--- src/rtl/vending_pkg.sv ---
// Shared types and coin helpers for the parametrised vending controller.
package vending_pkg;

  typedef enum logic [1:0] {
    StIdle,
    StCredit,
    StVend,
    StChange
  } state_e;

  localparam logic [1:0] Coin1  = 2'd0;
  localparam logic [1:0] Coin2  = 2'd1;
  localparam logic [1:0] Coin5  = 2'd2;
  localparam logic [1:0] Coin10 = 2'd3;

  function automatic logic [3:0] coin_value(input logic [1:0] code);
    unique case (code)
      Coin1:   coin_value = 4'd1;
      Coin2:   coin_value = 4'd2;
      Coin5:   coin_value = 4'd5;
      default: coin_value = 4'd10;
    endcase
  endfunction

endpackage

--- src/rtl/vending_fsm_param_change_picker.sv ---
// Picks the largest coin denomination that still fits in the remaining credit.
module change_picker
  import vending_pkg::*;
#(
  parameter int unsigned CW = 7
) (
  input  logic [CW-1:0] credit,
  output logic [1:0]    code,
  output logic          valid
);

  always_comb begin
    code  = Coin1;
    valid = (credit != '0);
    if (credit >= CW'(coin_value(Coin10))) begin
      code = Coin10;
    end else if (credit >= CW'(coin_value(Coin5))) begin
      code = Coin5;
    end else if (credit >= CW'(coin_value(Coin2))) begin
      code = Coin2;
    end
  end

endmodule

--- src/rtl/vending_fsm_param.sv ---
// Parametrised vending controller: credit accumulation, product vend and
// coin-by-coin change payout, all advanced by the tick strobe.
module vending_fsm_param
  import vending_pkg::*;
#(
  parameter int unsigned N_PROD = 4,
  parameter int unsigned CW = 7,
  parameter logic [N_PROD*CW-1:0] PRICES = {7'd15, 7'd10, 7'd7, 7'd5},
  parameter int unsigned TIMEOUT = 1000,
  localparam int unsigned PW = $clog2(N_PROD)
) (
  input  logic          clk,
  input  logic          rst_n,
  input  logic          tick,
  input  logic          coin_valid,
  input  logic [1:0]    coin_code,
  input  logic          sel_valid,
  input  logic [PW-1:0] sel,
  input  logic          cancel,
  output logic          vend,
  output logic [PW-1:0] vend_id,
  output logic          chg_valid,
  output logic [1:0]    chg_code,
  input  logic          chg_ready,
  output logic [CW-1:0] credit,
  output logic          busy,
  output logic          err_price
);

  localparam int unsigned TW = $clog2(TIMEOUT + 1);

  state_e        state_q, state_d;
  logic [CW-1:0] credit_q, credit_d;
  logic [PW-1:0] vend_id_q, vend_id_d;
  logic [TW-1:0] tmr_q, tmr_d;
  logic          vend_q, vend_d;
  logic          err_q, err_d;
  logic          chg_valid_q, chg_valid_d;
  logic [1:0]    chg_code_q, chg_code_d;
  logic          busy_q, busy_d;

  logic [3:0]    coin_amt;
  logic [CW:0]   sum_w;
  logic [CW-1:0] credit_sum;
  logic          sel_ok;
  logic [PW-1:0] sel_idx;
  logic [CW-1:0] price;
  logic          sel_accept;
  logic          timeout;
  logic [CW-1:0] chg_amt;
  logic          chg_fire;
  logic [1:0]    pick_code;
  logic          pick_valid;

  // Coins are credited before cancel/sel are evaluated; overflow saturates.
  assign coin_amt   = coin_valid ? coin_value(coin_code) : 4'd0;
  assign sum_w      = {1'b0, credit_q} + (CW + 1)'(coin_amt);
  assign credit_sum = sum_w[CW] ? '1 : sum_w[CW-1:0];

  assign sel_ok     = (32'(sel) < N_PROD);
  assign sel_idx    = sel_ok ? sel : '0;
  assign price      = PRICES[32'(sel_idx) * CW +: CW];
  assign sel_accept = sel_ok && (credit_sum >= price);

  assign timeout    = !coin_valid && (tmr_q == TW'(TIMEOUT - 1));
  assign chg_amt    = CW'(coin_value(chg_code_q));
  assign chg_fire   = (state_q == StChange) && chg_valid_q && chg_ready;

  always_comb begin
    state_d   = state_q;
    credit_d  = credit_q;
    vend_id_d = vend_id_q;
    tmr_d     = tmr_q;
    vend_d    = 1'b0;
    err_d     = 1'b0;
    unique case (state_q)
      StIdle: begin
        if (coin_valid) begin
          credit_d = credit_sum;
          tmr_d    = '0;
          state_d  = StCredit;
        end
      end
      StCredit: begin
        credit_d = credit_sum;
        tmr_d    = coin_valid ? '0 : tmr_q + TW'(1);
        if (cancel) begin
          state_d = StChange;
        end else if (sel_valid && sel_accept) begin
          credit_d  = credit_sum - price;
          vend_id_d = sel;
          vend_d    = 1'b1;
          state_d   = StVend;
        end else begin
          err_d = sel_valid;
          if (timeout) begin
            state_d = StChange;
          end
        end
      end
      StVend: begin
        state_d = (credit_q != '0) ? StChange : StIdle;
      end
      StChange: begin
        if (chg_fire) begin
          credit_d = credit_q - chg_amt;
          if (credit_d == '0) begin
            state_d = StIdle;
          end
        end
      end
      default: state_d = StIdle;
    endcase
  end

  change_picker #(
    .CW(CW)
  ) u_picker (
    .credit(credit_d),
    .code  (pick_code),
    .valid (pick_valid)
  );

  // Change outputs are precomputed from the next credit so they are registered.
  assign chg_valid_d = (state_d == StChange) && pick_valid;
  assign chg_code_d  = pick_code;
  assign busy_d      = (state_d == StVend) || (state_d == StChange);

  always_ff @(posedge clk or negedge rst_n) begin
    if (!rst_n) begin
      state_q     <= StIdle;
      credit_q    <= '0;
      vend_id_q   <= '0;
      tmr_q       <= '0;
      vend_q      <= 1'b0;
      err_q       <= 1'b0;
      chg_valid_q <= 1'b0;
      chg_code_q  <= 2'd0;
      busy_q      <= 1'b0;
    end else if (tick) begin
      state_q     <= state_d;
      credit_q    <= credit_d;
      vend_id_q   <= vend_id_d;
      tmr_q       <= tmr_d;
      vend_q      <= vend_d;
      err_q       <= err_d;
      chg_valid_q <= chg_valid_d;
      chg_code_q  <= chg_code_d;
      busy_q      <= busy_d;
    end
  end

  assign vend      = vend_q;
  assign vend_id   = vend_id_q;
  assign chg_valid = chg_valid_q;
  assign chg_code  = chg_code_q;
  assign credit    = credit_q;
  assign busy      = busy_q;
  assign err_price = err_q;

  a_no_underflow: assert property (@(posedge clk) disable iff (!rst_n)
    (tick && chg_fire) |-> (credit_q >= chg_amt));

endmodule

--- config.mk ---
export PLATFORM = sky130hd
export DESIGN_NAME = vending_fsm_param
export DESIGN_NICKNAME = d
export VERILOG_FILES = /design/src/rtl/vending_pkg.sv /design/src/rtl/vending_fsm_param_change_picker.sv /design/src/rtl/vending_fsm_param.sv
export SDC_FILE = /design/constraint.sdc
export NUM_CORES = 1
export LEC_CHECK = 0
export CORE_UTILIZATION = 50
export CTS_BUF_LIST = sky130_fd_sc_hd__clkbuf_2 sky130_fd_sc_hd__clkbuf_4 sky130_fd_sc_hd__clkbuf_8
export DETAILED_ROUTE_END_ITERATION = 12
export PLACE_DENSITY = 0.71
export SYNTH_ARGS = -nofsm -noshare
export SYNTH_HDL_FRONTEND = slang
export SYNTH_SLANG_ARGS = --single-unit
export TNS_END_PERCENT = 5
--- constraint.sdc ---
create_clock -name clk -period 5.02 [get_ports clk]
set_clock_uncertainty 0.2 [all_clocks]
set_input_delay 0.753 -clock clk [delete_from_list [all_inputs] [get_ports clk]]
set_output_delay 0.753 -clock clk [all_outputs]
set_load 0.01 [all_outputs]
==> impl_metrics.xml, run 1 <==
<?xml version="1.0" encoding="UTF-8"?>
<metrics>
  <group name="detailed_routing">
    <metric name="drc_errors" unit="">0</metric>
    <metric name="detail_route.vias_per_cell" unit="">6.33</metric>
    <metric name="drt_pre_antenna_iters" unit="">6</metric>
    <metric name="detailroute.via_count" unit="">2622</metric>
    <metric name="detail-route-antenna-nets" unit="">0</metric>
    <metric name="routed_wirelength" unit="microns">7280</metric>
    <metric name="route.detailed.wl_per_inst" unit="microns">17.6</metric>
    <metric name="drt_iter0_drc" unit="">261</metric>
  </group>
  <group name="hold_path">
    <metric name="min-delay-path-class" unit="">flip-flop to flip-flop</metric>
    <metric name="holdPathStages" unit="">1</metric>
    <metric name="worst_hold_startpoint" unit="">vend</metric>
    <metric name="hold_path_end" unit="">vend</metric>
  </group>
  <group name="worst_setup_path">
    <metric name="crit-reg2reg-capture" unit="">chg_code[0]</metric>
    <metric name="crit_path_start" unit="">coin_valid</metric>
    <metric name="worst-endpoint-arrival" unit="ns">4.73</metric>
    <metric name="worst_setup_path_end_kind" unit="">flip-flop</metric>
    <metric name="worstSetupPathDepth" unit="">16</metric>
    <metric name="crit_path_start_kind" unit="">input port</metric>
    <metric name="worst-setup-path-type" unit="">input port to flip-flop</metric>
    <metric name="crit_family" unit="">compound AO/OA/AOI/OAI gates</metric>
    <metric name="cpPeakStageDelay" unit="ns">0.56</metric>
    <metric name="reg2reg_slack" unit="ns">0.91</metric>
    <metric name="crit_slowest_cell" unit="">clkdlybuf4s50_1</metric>
    <metric name="timing.critical_path.buf_inv" unit="">2</metric>
    <metric name="timing.critical_path.cells" unit="">clkdlybuf4s50_1 -&gt; nor2b_1 -&gt; ha_1 -&gt; inv_1 -&gt; fa_1 -&gt; xor2_1 -&gt; nand2_1 -&gt; ha_1 -&gt; nand3b_1 -&gt; a21boi_0 -&gt; nor2_2 -&gt; a41o_1 -&gt; o221a_2 -&gt; o221ai_2 -&gt; and3b_1 -&gt; o221ai_2</metric>
    <metric name="timing.critical_path.required" unit="ns">4.99</metric>
    <metric name="timing.reg2reg.worst_path_depth" unit="">15</metric>
    <metric name="r2r_path_start" unit="">credit[1]</metric>
    <metric name="timing.critical_path.fanout_max" unit="">6</metric>
  </group>
  <group name="cells_and_area">
    <metric name="fin_cells" unit="">414</metric>
    <metric name="fillers" unit="">447</metric>
    <metric name="area_growth" unit="%">16.1</metric>
    <metric name="layout.area.seq" unit="sq um">676</metric>
    <metric name="mostFrequentLayoutCell" unit="">nor2_1</metric>
    <metric name="post_route_cells_drive_above_1_share" unit="%">9.51</metric>
    <metric name="area_occupied_by_multi_input_gates" unit="sq mm">0.00181</metric>
    <metric name="final_cell_mix" unit="">nor2_1, o21ai_0, dfrtp_1</metric>
    <metric name="n_antenna_cell" unit="">0</metric>
    <metric name="final_net_count" unit="">375</metric>
    <metric name="final_design_area_no_fill" unit="sq mm">0.00302</metric>
  </group>
  <group name="global_routing">
    <metric name="grt_pass1_vias" unit="">2521</metric>
    <metric name="grt_util_all_layers" unit="%">28.3</metric>
    <metric name="grt_max_degree" unit="">28</metric>
    <metric name="globalRouteOverflowTotal" unit="">0</metric>
    <metric name="antenna_found_initial" unit="">0</metric>
    <metric name="grt_first_pass_wirelength" unit="microns">11800</metric>
  </group>
  <group name="clocking">
    <metric name="number_of_h_tree_levels" unit="">1</metric>
    <metric name="post_cts_buffers" unit="">0</metric>
    <metric name="cts_root_buf" unit="">clkbuf_8</metric>
    <metric name="clk-insertion-delay-late" unit="ns">0.28</metric>
    <metric name="tritoncts" unit="">done</metric>
    <metric name="path_clk_slew" unit="ns">0.10</metric>
    <metric name="cts-buffers-inserted" unit="">3</metric>
    <metric name="clock_tree.buffer_depth" unit="">2</metric>
    <metric name="cts_sinks" unit="">27</metric>
  </group>
  <group name="logic_synthesis">
    <metric name="total_nets_after_synthesis" unit="">345</metric>
    <metric name="synthCells" unit="">318</metric>
    <metric name="synth.lib_cells_used.distinct" unit="">68</metric>
    <metric name="synth_seq_area_share" unit="%">26.0</metric>
    <metric name="synthFlopType" unit="">dfrtp_1</metric>
    <metric name="syn_avg_cell_area" unit="sq um">8.18</metric>
    <metric name="synth_top_area_cell" unit="">dfrtp_1</metric>
    <metric name="synthMuxAreaShare" unit="%">2.45</metric>
    <metric name="yosys_register_bits" unit="">27</metric>
    <metric name="synth_xor_xnor_area_share" unit="%">2.69</metric>
    <metric name="yosysWarningCount" unit="">0</metric>
    <metric name="synthAdderAreaFrac" unit="%">8.56</metric>
    <metric name="synth_top_family_by_area" unit="">compound AO/OA/AOI/OAI gates</metric>
    <metric name="synth_largest_type_area_fraction" unit="%">26.0</metric>
    <metric name="ys_async_sr_fraction" unit="%">100</metric>
    <metric name="synthesis.area" unit="sq mm">0.00260</metric>
    <metric name="synth.top_cells.by_area" unit="">dfrtp_1, ha_1, o21ai_0</metric>
    <metric name="synth_edf_count" unit="">0</metric>
    <metric name="synth_compound_area_share" unit="%">30.8</metric>
    <metric name="synth-simple-area-share" unit="%">24.9</metric>
  </group>
  <group name="sta">
    <metric name="layout_worst_path_cycle_share" unit="%">94.8</metric>
    <metric name="achievable-frequency" unit="GHz">0.210</metric>
    <metric name="worst_slew_margin_rel" unit="%">46.0</metric>
    <metric name="report.final.hold_viol_count" unit="">0</metric>
    <metric name="worstMarginPinSlew" unit="ns">0.804</metric>
    <metric name="max_slew_violation_count" unit="">0</metric>
    <metric name="min_period" unit="ns">4.76</metric>
    <metric name="final-setup-viol-count" unit="">0</metric>
  </group>
  <group name="die">
    <metric name="fp.dieH" unit="microns">74.1</metric>
    <metric name="initial_utilization" unit="%">53.7</metric>
    <metric name="placeableCoreArea" unit="sq mm">0.00485</metric>
    <metric name="die_w" unit="microns">74.1</metric>
    <metric name="die_area" unit="sq mm">0.00550</metric>
    <metric name="core.rowCount" unit="">25</metric>
    <metric name="io_pins" unit="">26</metric>
  </group>
  <group name="placement">
    <metric name="globalplace.congestion" unit="">0.928</metric>
    <metric name="dpl.cell_count" unit="">410</metric>
    <metric name="final_hpwl_from_detailed_placement" unit="microns">5580</metric>
    <metric name="placed_cell_area" unit="sq mm">0.00297</metric>
    <metric name="numPortBuffers" unit="">25</metric>
  </group>
  <group name="power">
    <metric name="power_per_cell_area" unit="mW/mm^2">568</metric>
    <metric name="max-vdd-ir-drop" unit="uV">302</metric>
    <metric name="static_power_due_to_leakage" unit="nW">1.30</metric>
  </group>
  <group name="run">
    <metric name="max-cap-violations" unit="">0</metric>
  </group>
  <group name="run_status">
    <metric name="outcome" unit="">completed</metric>
  </group>
</metrics>
worst max-delay path by stage:
stage / slack, ns / to
after CTS: 0.31 / chg_code[1]
after global placement: 0.06 / chg_code[1]
after floorplan: 0.52 / chg_code[1]
after global routing: -0.01 / chg_code[0]
after detailed placement: 0.01 / chg_code[1]
final: 0.26 / chg_code[0]
logic make-up after synthesis:
family,after synthesis
xor gates and xnor gates,8
adders and majority gates,16
AOI/OAI and AO/OA,108
muxes,6
DFF,27
and+or+nand+nor,123
buffers and inverters,30
area by class of cell:
cell class | count | area share (%)
multi-input cells | 261 | 59.9
well taps | 67 | 2.78
flip-flops and latches | 27 | 22.4
clock inverters | 1 | 0.290
inverters | 20 | 2.49
repair buffers | 35 | 10.8
clock buffers | 3 | 1.37
repair_timing:
action                                  CTS  global route
gates resized for setup                   0             1
endpoints found under the setup margin    0             3
hold buffers                              0             0
stage by stage:
| stage | setup TNS [ns] | hold slack (ns) | utilization [%] | worst slack, ns | total power, W |
|---|---|---|---|---|---|
| floorplan | 0 | 0.251 | - | 0.523 | 0.00117 |
| global placement | 0 | 0.274 | 61.2 | 0.0565 | 0.00153 |
| detailed placement | 0 | 0.283 | 61.2 | 0.0127 | 0.00155 |
| CTS | 0 | 0.306 | 62.2 | 0.309 | 0.00169 |
| global route | -0.0101 | 0.319 | 62.3 | -0.00952 | 0.00184 |
| finish | 0 | 0.301 | 62.3 | 0.261 | 0.00172 |
where the power goes:
part,internal (W),leakage [nW],total (W),switching (W)
sequential,0.000277,0.341,0.000412,0.000136
combinational,0.000517,0.933,0.00117,0.000652
clock,0.0000585,0.0261,0.000133,0.0000749
total,0.000852,1.30,0.00172,0.000863
state kept, by name, summed over array words and instances, names as in the netlist:
signal	flops
chg_code	2
chg_valid	1
busy	1
tmr_q	10
vend_id	2
vend	1
err_price	1
credit	7
state_q	2
synth_stat cells, drive strengths merged, types with 4 or more instances:
cell	n
a211oi	5
a21o	5
a21oi	17
a22oi	5
a31oi	5
and2	7
and3	5
clkbuf	7
dfrtp	27
ha	13
inv	20
nand2	24
nand3	7
nand4	4
nor2	33
nor2b	6
nor3	9
o21ai	29
or3	6
xor2	6
routing by layer:
metal  share of wire [%]  vias up  track usage, %
met5                   0        -               0
met4                 3.2        0            9.83
met3                 6.5       29            4.61
met2                  46      121            47.4
met1                  45     1214            37.0
li1                    -     1258               -
No activity file was read; power rests on OpenSTA's default activity.
==> inputs of run 2 (changes only) <==
==> constraint.sdc (replaced) <==
create_clock -name clk -period 5.02 [get_ports clk]
set_clock_uncertainty 0.2 [all_clocks]
set_input_delay 0.753 -clock clk [delete_from_list [all_inputs] [get_ports clk]]
set_output_delay 0.753 -clock clk [all_outputs]
set_load 0.1 [all_outputs]
==> results of run 2 <==
The final DEF is identical to that of run 1. Status: completed.
Main changes from that run: total power 0.00172 W -> 0.00206 W; worst IR drop on VDD 302 uV -> 441 uV
